$ cat config.mk
export PLATFORM = sky130hd
export DESIGN_NAME = path_backtrace
export DESIGN_NICKNAME = d
export VERILOG_FILES = /design/src/rtl/path_backtrace.sv
export SDC_FILE = /design/constraint.sdc
export NUM_CORES = 1
export LEC_CHECK = 0
export ABC_AREA = 1
export CAP_MARGIN = 0
export CORE_MARGIN = 2
export CORE_UTILIZATION = 48
export CTS_BUF_LIST = sky130_fd_sc_hd__clkbuf_2 sky130_fd_sc_hd__clkbuf_4 sky130_fd_sc_hd__clkbuf_8
export DETAILED_ROUTE_END_ITERATION = 10
export GPL_TIMING_DRIVEN = 0
export PLACE_DENSITY_LB_ADDON = 0.05
export SLEW_MARGIN = 20
export SYNTH_ARGS = -nofsm -noshare
export SYNTH_HDL_FRONTEND = slang
export SYNTH_SLANG_ARGS = --single-unit
$ cat constraint.sdc
create_clock -name clk -period 2.1 [get_ports clk]
set_input_delay 0.525 -clock clk [delete_from_list [all_inputs] [get_ports clk]]
set_output_delay 0.525 -clock clk [all_outputs]
set_load 0.005 [all_outputs]
$ cat src/rtl/path_backtrace.sv
// path_backtrace
//   Walks the predecessor links held in the vertex / prev_vertex / dist_from_prev
//   discard memories, from target back to source, and streams the path (target
//   first) over a valid/ready port while accumulating the total path length.
// Ports
//   clk, rst_n                 clock, async active-low reset
//   start                      begin a walk (only honoured in IDLE)
//   source_vertex/target_vertex/discard_count   walk arguments, latched on start
//   disc_addr                  shared read address to the three discard memories
//   vertex_q/prev_q/dist_q     1-cycle registered read data
//   busy/done/error            status; done/error are one-cycle pulses
//   path_valid/ready/vertex/dist/last   path beat stream
//   total_dist                 saturating sum of emitted path_dist
module path_backtrace #(
  parameter int ADDR_W = 16,
  parameter int DATA_W = 16,
  parameter int SUM_W  = 24
) (
  input  logic              clk,
  input  logic              rst_n,
  input  logic              start,
  input  logic [DATA_W-1:0] source_vertex,
  input  logic [DATA_W-1:0] target_vertex,
  input  logic [ADDR_W-1:0] discard_count,
  output logic [ADDR_W-1:0] disc_addr,
  input  logic [DATA_W-1:0] vertex_q,
  input  logic [DATA_W-1:0] prev_q,
  input  logic [DATA_W-1:0] dist_q,
  output logic              busy,
  output logic              done,
  output logic              error,
  output logic              path_valid,
  input  logic              path_ready,
  output logic [DATA_W-1:0] path_vertex,
  output logic [DATA_W-1:0] path_dist,
  output logic              path_last,
  output logic [SUM_W-1:0]  total_dist
);

  typedef enum logic [2:0] {
    S_IDLE, S_CHECK, S_ISSUE, S_WAIT, S_CMP, S_EMIT, S_FIN, S_ERR
  } state_t;

  localparam logic [ADDR_W:0] IDX_ONE = {{ADDR_W{1'b0}}, 1'b1};

  state_t state, nxt;

  logic [DATA_W-1:0] src, cur, prv;
  // One extra bit on the index: the MSB goes high once the scan steps below
  // entry 0 (including count==0), which is the "no entries left" condition.
  logic [ADDR_W:0]   idx;
  logic              idx_uf;
  logic              hit;
  logic              hs;
  logic [SUM_W:0]    sum_ext;

  assign idx_uf  = idx[ADDR_W];
  assign hit     = (vertex_q == cur);
  assign hs      = (state == S_EMIT) && path_ready;
  assign sum_ext = {1'b0, total_dist} + {{(SUM_W+1-DATA_W){1'b0}}, path_dist};

  // state register
  always_ff @(posedge clk or negedge rst_n) begin
    if (!rst_n) state <= S_IDLE;
    else        state <= nxt;
  end

  // next-state logic
  always_comb begin
    nxt = state;
    case (state)
      S_IDLE:  if (start) nxt = S_CHECK;
      S_CHECK: begin
        if (cur == src)  nxt = S_EMIT;
        else if (idx_uf) nxt = S_ERR;
        else             nxt = S_ISSUE;
      end
      S_ISSUE: nxt = S_WAIT;
      S_WAIT:  nxt = S_CMP;
      S_CMP:   nxt = hit ? S_EMIT : S_CHECK;
      S_EMIT:  if (path_ready) nxt = path_last ? S_FIN : S_CHECK;
      S_FIN:   nxt = S_IDLE;
      S_ERR:   nxt = S_IDLE;
      default: nxt = S_IDLE;
    endcase
  end

  // outputs decoded from state
  always_comb begin
    busy       = 1'b0;
    done       = 1'b0;
    error      = 1'b0;
    path_valid = 1'b0;
    case (state)
      S_CHECK, S_ISSUE, S_WAIT, S_CMP: busy = 1'b1;
      S_EMIT: begin
        busy       = 1'b1;
        path_valid = 1'b1;
      end
      S_FIN:   done  = 1'b1;
      S_ERR:   error = 1'b1;
      default: ;
    endcase
  end

  // datapath
  always_ff @(posedge clk or negedge rst_n) begin
    if (!rst_n) begin
      src         <= '0;
      cur         <= '0;
      prv         <= '0;
      idx         <= '0;
      disc_addr   <= '0;
      path_vertex <= '0;
      path_dist   <= '0;
      path_last   <= 1'b0;
      total_dist  <= '0;
    end else begin
      case (state)
        S_IDLE: if (start) begin
          src        <= source_vertex;
          cur        <= target_vertex;
          idx        <= {1'b0, discard_count} - IDX_ONE;
          total_dist <= '0;
        end
        S_CHECK: begin
          if (cur == src) begin
            // source reached without a memory probe
            path_vertex <= cur;
            path_dist   <= '0;
            path_last   <= 1'b1;
          end else if (!idx_uf) begin
            disc_addr <= idx[ADDR_W-1:0];
          end
        end
        S_CMP: begin
          if (hit) begin
            path_vertex <= cur;
            path_dist   <= dist_q;
            path_last   <= 1'b0;
            prv         <= prev_q;
          end else begin
            idx <= idx - IDX_ONE;
          end
        end
        S_EMIT: if (hs) begin
          total_dist <= sum_ext[SUM_W] ? {SUM_W{1'b1}} : sum_ext[SUM_W-1:0];
          // predecessor always lives at a lower index than the current hit
          if (!path_last) begin
            cur <= prv;
            idx <= idx - IDX_ONE;
          end
        end
        default: ;
      endcase
    end
  end

endmodule
==> run_results.csv, run 1 <==
group,metric,value,unit
routing,route.antenna.remaining_nets,0,
floorplanning,placementRows,48,
finish,fin_nets,1543,
setup_path,cp-start-kind,"register",
finish,fill_cells,1475,
synthesis,yosys.cell_types.count,38,
setup_path,crit_slowest_cell,"dfrtp_2",
sta,drv_slew,0,
sta,rsz0062_at_grt,"yes",
setup_path,critPathMaxStageDelay,440,ps
sta,max_slew_margin,0.623,
grt,grt_pass1_vias,7955,
synthesis,yosysSeqAreaShare,0.417,
synthesis,synth.net_count,1312,
placed_design,place_hpwl,19100,microns
grt,grtUsageTotal,0.280,
setup_path,path_class,"reg -> out",
setup_path,end_kind,"output port",
power,power_density,916,mW/mm^2
setup_path,rr_startpoint,"state[0]$_DFFE_PN0P_",
sta,finalSetupTns,0,ps
synthesis,netlist_area,0.00846,sq mm
setup_path,r2r_end,"idx[11]$_DFFE_PN0P_",
synthesis,synth_area_per_cell,7.08,sq um
sta,fmaxAchievable,478,MHz
clock_tree,clk_latency,470,ps
grt,grt_use_met1,0.378,
setup_path,rrSetupSlack,60,ps
clock_tree,cts_max_path_buffers,2,
grt,grt_pass1_wl,40400,microns
finish,drive_gt1_frac,0.142,
power,p_leak,5.98,nW
sta,fin_skew,13.7,ps
sta,period_share,0.996,
sta,tightest_slew,566,ps
grt,grt_overflow,0,
grt,grt_util_met2,0.451,
routing,drt_wl_total,26200,microns
finish,seq_area,0.00353,sq mm
finish,instances_no_fill,1665,
floorplanning,start_util,0.491,
power,max-vdd-ir-drop,0.584,mV
sta,finalCriticalPeriod,2090,ps
placed_design,io_buffers,176,
setup_path,worst_r2r_path_depth,12,
clock_tree,cts_sinks,141,
finish,syn2layout_area_growth,39.6,%
placed_design,placed_cells,1596,
floorplanning,pin_count,177,
setup_path,required,1570,ps
grt,grt-busiest-layer,"met2",
finish,multi_input_area,0.00461,sq mm
grt,use_met3,0.0630,
setup_path,worstPathArrival,1570,ps
floorplanning,die_area,0.0187,sq mm
setup_path,crit_buf_inv,4,
setup_path,crit_family,"buffers and inverters",
run,maxCapViolCount,0,
routing,vias,8571,
outcome,status,"finished clean",
clock_tree,cts-htree-levels,4,
worst_hold_path,hp-class,"in -> async",
grt,grt_max_degree,73,
clock_tree,cts-root-buf,"clkbuf_8",
synthesis,synth_top_cells_by_area,"dfrtp_1 (42%), nand2_1 (21%), inv_1 (5.6%)",
synthesis,ys_warn_count,0,
sta,report.final.hold_viol_count,0,
routing,vias_per_cell,5.15,
clock_tree,tritoncts,"done",
clock_tree,numCtsBuffers,17,
routing,wl_per_cell,15.7,microns
synthesis,yosysTopAreaCellShare,0.417,
setup_path,crit_path_cell_trace,"inv_4 -> buf_6 -> nand2_4 -> buf_8 -> o21ai_1 -> buf_2",
sta,fin_ws,8.39,ps
synthesis,synth-seq-cells,141,
synthesis,synth_cells,1194,
placed_design,place_congestion,0.919,
sta,finalSetupViolCount,0,
routing,first_pass_iters,5,
grt,grt_antenna_before_repair,3,
clock_tree,path_clk_slew,90,ps
synthesis,synth_area_leader_cell,"dfrtp_1",
floorplanning,die_w,137,microns
clock_tree,cts_hold_buf,0,
setup_path,cp_max_fo,4,
routing,dr.first_iter.drc_count,555,
floorplanning,core_area,0.0172,sq mm
routing,drc,0,
placed_design,dpl_worst_slack,-601,ps
floorplanning,die_h,137,microns
[report_power, final]
| group | switching [mW] | leakage [nW] | internal, mW |
|---|---|---|---|
| Clock | 1.23 | 0.198 | 0.978 |
| Combinational | 2.51 | 3.95 | 2.07 |
| Sequential | 0.680 | 1.83 | 3.35 |
[layer usage]
layer  vias up  wire length, microns
met3        39                  1640
met4         2                   559
met1      4024                 11600
met5         -                    15
li1       4246                     -
met2       260                 12400
[cell usage after synthesis (all sizes together)]
| master | number |
|---|---|
| nand2 | 481 |
| dfrtp | 141 |
| inv | 131 |
| nor2 | 90 |
| nand3 | 86 |
| o21ai | 64 |
| nand4 | 33 |
| buf | 23 |
| xnor2 | 21 |
| xor2 | 19 |
| clkbuf | 17 |
| ha | 17 |
| a31oi | 15 |
| a21oi | 14 |
| mux2 | 14 |
| nor3 | 10 |
| nand3b | 5 |
| or2 | 4 |
| and2 | 2 |
| a21o | 1 |
| clkinv | 1 |
| fa | 1 |
| nand2b | 1 |
| nor4 | 1 |
| o211ai | 1 |
| o31ai | 1 |
[placed cells by master (no fill, tap or decap), types with 4 or more instances in the layout]
cell             synthesis  final
clkbuf_16                0      4
nor2_2                   0     15
nand3_1                 83     78
nor3_1                   7      5
o21ai_1                  9      7
clkbuf_1                17      8
nand2_2                  2     11
o21ai_0                 55     39
nand3_4                  0      4
ha_1                    17      9
nand2_1                478    466
buf_8                    0      7
buf_2                   18      8
clkdlybuf4s50_1          0    171
buf_4                    3     33
inv_2                    4      5
clkbuf_8                 0     18
nand3_2                  3      4
nor2_1                  89     71
a31oi_1                 15     15
dfrtp_1                141    139
nand3b_1                 5      5
xnor2_1                 21     21
xor2_1                  19     19
ha_4                     0      6
o21ai_4                  0      5
mux2_2                  14     14
a21oi_1                 14     13
nand4_1                 33     33
inv_6                    0      6
buf_6                    2     11
inv_1                  126    124
o21ai_2                  0     13
[kinds of logic (layout without fill, tap and decap cells)]
kind of cell / after synthesis / after routing / synth area share
AND/OR/NAND/NOR: 713 / 713 / 0.353
XOR/XNOR: 40 / 40 / 0.0414
buffers and inverters: 172 / 416 / 0.0824
flip-flops: 141 / 141 / 0.417
adder cells (fa/ha/maj): 18 / 18 / 0.0275
other: 0 / 2 / 0
multiplexers: 14 / 14 / 0.0186
AO/OA/AOI/OAI: 96 / 96 / 0.0599
[cell type report]
class	instances	area share
antenna	2	0.000424
buffer	35	0.0240
clock buffer	17	0.0198
clock inverter	15	0.0128
inverter	132	0.0426
multi-input combinational	881	0.391
sequential	141	0.299
tap	225	0.0239
timing repair buffer	217	0.186
[metrics by stage]
step                hold WS (ps)  cell area, sq um   util  power (mW)
floorplan                    229              8460      -        6.30
global placement             456             10500  0.609        7.66
detailed placement           461             10500  0.611        7.74
CTS                         26.7             11200  0.648        10.1
global route                24.5             11800  0.685        11.5
finish                      4.50             11800  0.685        10.8
[how the worst max path moves through the flow]
stage / start / endpoint / slack [ps] / depth (start not counted)
floorplan: path_dist[0]$_DFFE_PN0P_ / total_dist[2]$_DFFE_PN0P_ / 30 / 13
global placement: rst_n / disc_addr[14]$_DFFE_PN0P_ / -5260 / 1
detailed placement: vertex_q[7] / path_dist[6]$_DFFE_PN0P_ / -600 / 8
CTS: state[2]$_DFFE_PN0P_ / idx[9]$_DFFE_PN0P_ / -40 / 14
global route: state[1]$_DFFE_PN0P_ / busy / -70 / 6
finish: state[1]$_DFFE_PN0P_ / busy / 8 / 6
[registers in the layout (all words and copies together), names as in the netlist]
register	flops
path_last	1
idx	17
disc_addr	16
src	16
state	3
prv	16
path_dist	16
cur	16
total_dist	24
path_vertex	16
[timing repair]
| action | CTS | global route |
|---|---|---|
| setup buffers | 15 | 20 |
| endpoints found under the hold margin | 0 | 0 |
| gates cloned | 1 | 4 |
| resized for setup | 56 | 117 |
| pin swaps | 4 | 32 |
| setup endpoints to repair | 98 | 118 |
Note: power is estimated with default switching activity, not from simulation.
==> run 2: changes to the inputs <==
--- a/config.mk
+++ b/config.mk
@@ -13,6 +13,7 @@
 export DETAILED_ROUTE_END_ITERATION = 10
 export GPL_TIMING_DRIVEN = 0
 export PLACE_DENSITY_LB_ADDON = 0.05
+export RECOVER_POWER = 100
 export SLEW_MARGIN = 20
 export SYNTH_ARGS = -nofsm -noshare
 export SYNTH_HDL_FRONTEND = slang
==> run 2 against run 1 <==
Fmax about the same. Register-to-register slack about the same. Via count about the same. Sequential share of layout area about the same. Power about the same. Sequential power about the same. Routed wire length about the same. The flow now finishes with violations (capacitance limit, slew limit).
==> run_results.csv, run 2 (same netlist as run 1, synthesis figures left out) <==
group,metric,value,unit
placed_design,dpl_worst_slack,-601,ps
setup_path,critPathMaxStageDelay,440,ps
finish,top_register,"total_dist",
sta,whs,479,ps
finish,fill_cells,1476,
power,p_leak,5.97,nW
placed_design,place_congestion,0.919,
sta,drv_slew,70,
finish,layout_common_cells,"nand2_1 (466), clkdlybuf4s50_1 (171), dfrtp_1 (139), inv_1 (124), nand3_1 (78)",
routing,first_pass_iters,5,
routing,wl_met2,12400,microns
setup_path,worst_r2r_path_depth,12,
clock_tree,numCtsBuffers,17,
clock_tree,clk_latency,470,ps
setup_path,required,1570,ps
routing,drc,0,
setup_path,cp_max_fo,4,
finish,fin_nets,1543,
clock_tree,cts_max_path_buffers,2,
placed_design,place_area,0.0105,sq mm
finish,drive_gt1_frac,0.142,
floorplanning,die_area,0.0187,sq mm
routing,vias_per_cell,5.15,
routing,dr.first_iter.drc_count,555,
finish,instances_no_fill,1665,
sta,finalSetupViolCount,0,
power,power_density,917,mW/mm^2
power,max-vdd-ir-drop,0.584,mV
setup_path,worstPathArrival,1570,ps
clock_tree,cts-root-buf,"clkbuf_8",
sta,rsz0062_at_grt,"yes",
setup_path,rrSetupSlack,50,ps
sta,fin_skew,13.7,ps
floorplanning,pin_count,177,
finish,final_area,0.0118,sq mm
clock_tree,path_clk_slew,90,ps
routing,vias,8567,
grt,grt_antenna_before_repair,3,
placed_design,place_hpwl,19100,microns
outcome,status,"finished, violations left",
setup_path,cp-start-kind,"register",
floorplanning,core_area,0.0172,sq mm
power,finalPower,10.8,mW
routing,top_layer_used,"met5",
finish,syn2layout_area_growth,39.5,%
setup_path,path_class,"reg -> out",
sta,finalCriticalPeriod,2090,ps
routing,wirelength_met1,11600,microns
setup_path,crit_family,"buffers and inverters",
outcome,violations,"capacitance limit, slew limit",
floorplanning,placementRows,48,
clock_tree,cts_hold_buf,0,
grt,grt_overflow,0,
routing,route.antenna.remaining_nets,0,
routing,wl_per_cell,15.7,microns
setup_path,crit_buf_inv,4,
sta,max_slew_margin,-0.117,
setup_path,crit_slowest_cell,"dfrtp_2",
sta,report.final.hold_viol_count,0,
setup_path,rr_startpoint,"state[0]$_DFFE_PN0P_",
placed_design,io_buffers,176,
routing,drt_wl_total,26200,microns
grt,grtUsageTotal,0.280,
clock_tree,tritoncts,"done",
sta,fin_ws,8.05,ps
floorplanning,die_h,137,microns
run,maxCapViolCount,1,
floorplanning,die_w,137,microns
finish,largest_register_ffs,24,
floorplanning,start_util,0.491,
grt,grt_max_degree,73,
grt,grt_pass1_vias,7955,
sta,period_share,0.996,
setup_path,cp_num_cells,6,
finish,top_regs,"total_dist (24), idx (17)",
placed_design,placed_cells,1596,
routing,wl_met3,1640,microns
setup_path,cp-startpoint,"state[1]$_DFFE_PN0P_",
sta,fmaxAchievable,478,MHz
setup_path,crit_path_cell_trace,"inv_4 -> buf_6 -> nand2_4 -> buf_8 -> o21ai_1 -> buf_2",
clock_tree,cts_sinks,141,
worst_hold_path,hp-class,"in -> async",
sta,tightest_slew,1680,ps
finish,mostFrequentLayoutCell,"nand2_1",
grt,grt_pass1_wl,40400,microns
setup_path,end_kind,"output port",
clock_tree,cts-htree-levels,4,
## run 2: cell counts in the layout (fill, tap and decap cells not counted)
No cell type changed its count.
## run 2: metal layers
layer	GRT usage	vias up
li1	-	4244
met1	0.378	4020
met4	0.0799	2
met5	0	-
met2	0.451	262
met3	0.0630	39
## run 2: worst paths after layout
path | endpoint
worst max register to register | idx[11]$_DFFE_PN0P_
worst min-delay path | path_vertex[4]$_DFFE_PN0P_
worst min register to register | prv[2]$_DFFE_PN0P_
worst max-delay path | busy
max in group asynchronous | path_dist[15]$_DFFE_PN0P_
min in group clk | prv[2]$_DFFE_PN0P_
## run 2: area by class of cell
| type | instances | area [sq um] | area share |
|---|---|---|---|
| buffer | 35 | 283 | 0.0240 |
| multi-input combinational | 881 | 4610 | 0.391 |
| clock inverter | 15 | 151 | 0.0128 |
| timing repair buffer | 217 | 2190 | 0.186 |
| antenna | 2 | 5.00 | 0.000424 |
| clock buffer | 17 | 234 | 0.0198 |
| tap | 225 | 282 | 0.0239 |
| inverter | 132 | 503 | 0.0427 |
| sequential | 141 | 3530 | 0.299 |
## run 2: worst register-to-register path: stages (launching register included)
cell and delay, ps:
dfrtp_1 380, buf_6 130, buf_6 130, nor2_2 180
nand2_1 140, or2_2 340, nand3_1 130, a21oi_1 90
nand2_4 120, inv_2 60, buf_6 140, nand2_1 70
nand2_1 50
## run 2: stage by stage
stage                     setup TNS, ps   util
after detailed placement         -32860  0.611
after global placement          -771150  0.609
after CTS                          -162  0.648
after global routing               -824  0.684
final                                 0  0.684
after floorplan                       0      -
## run 2: timing repair
item | 4_1_cts | 5_1_grt
pin swaps | 4 | 32
gates cloned | 1 | 4
buffers inserted | 15 | 20
resized for setup | 56 | 117
setup endpoints to repair | 98 | 118
## run 2: power by group
part,switching [mW],internal (mW)
logic,2.51,2.07
registers,0.679,3.35
clock network,1.23,0.978
total,4.42,6.40
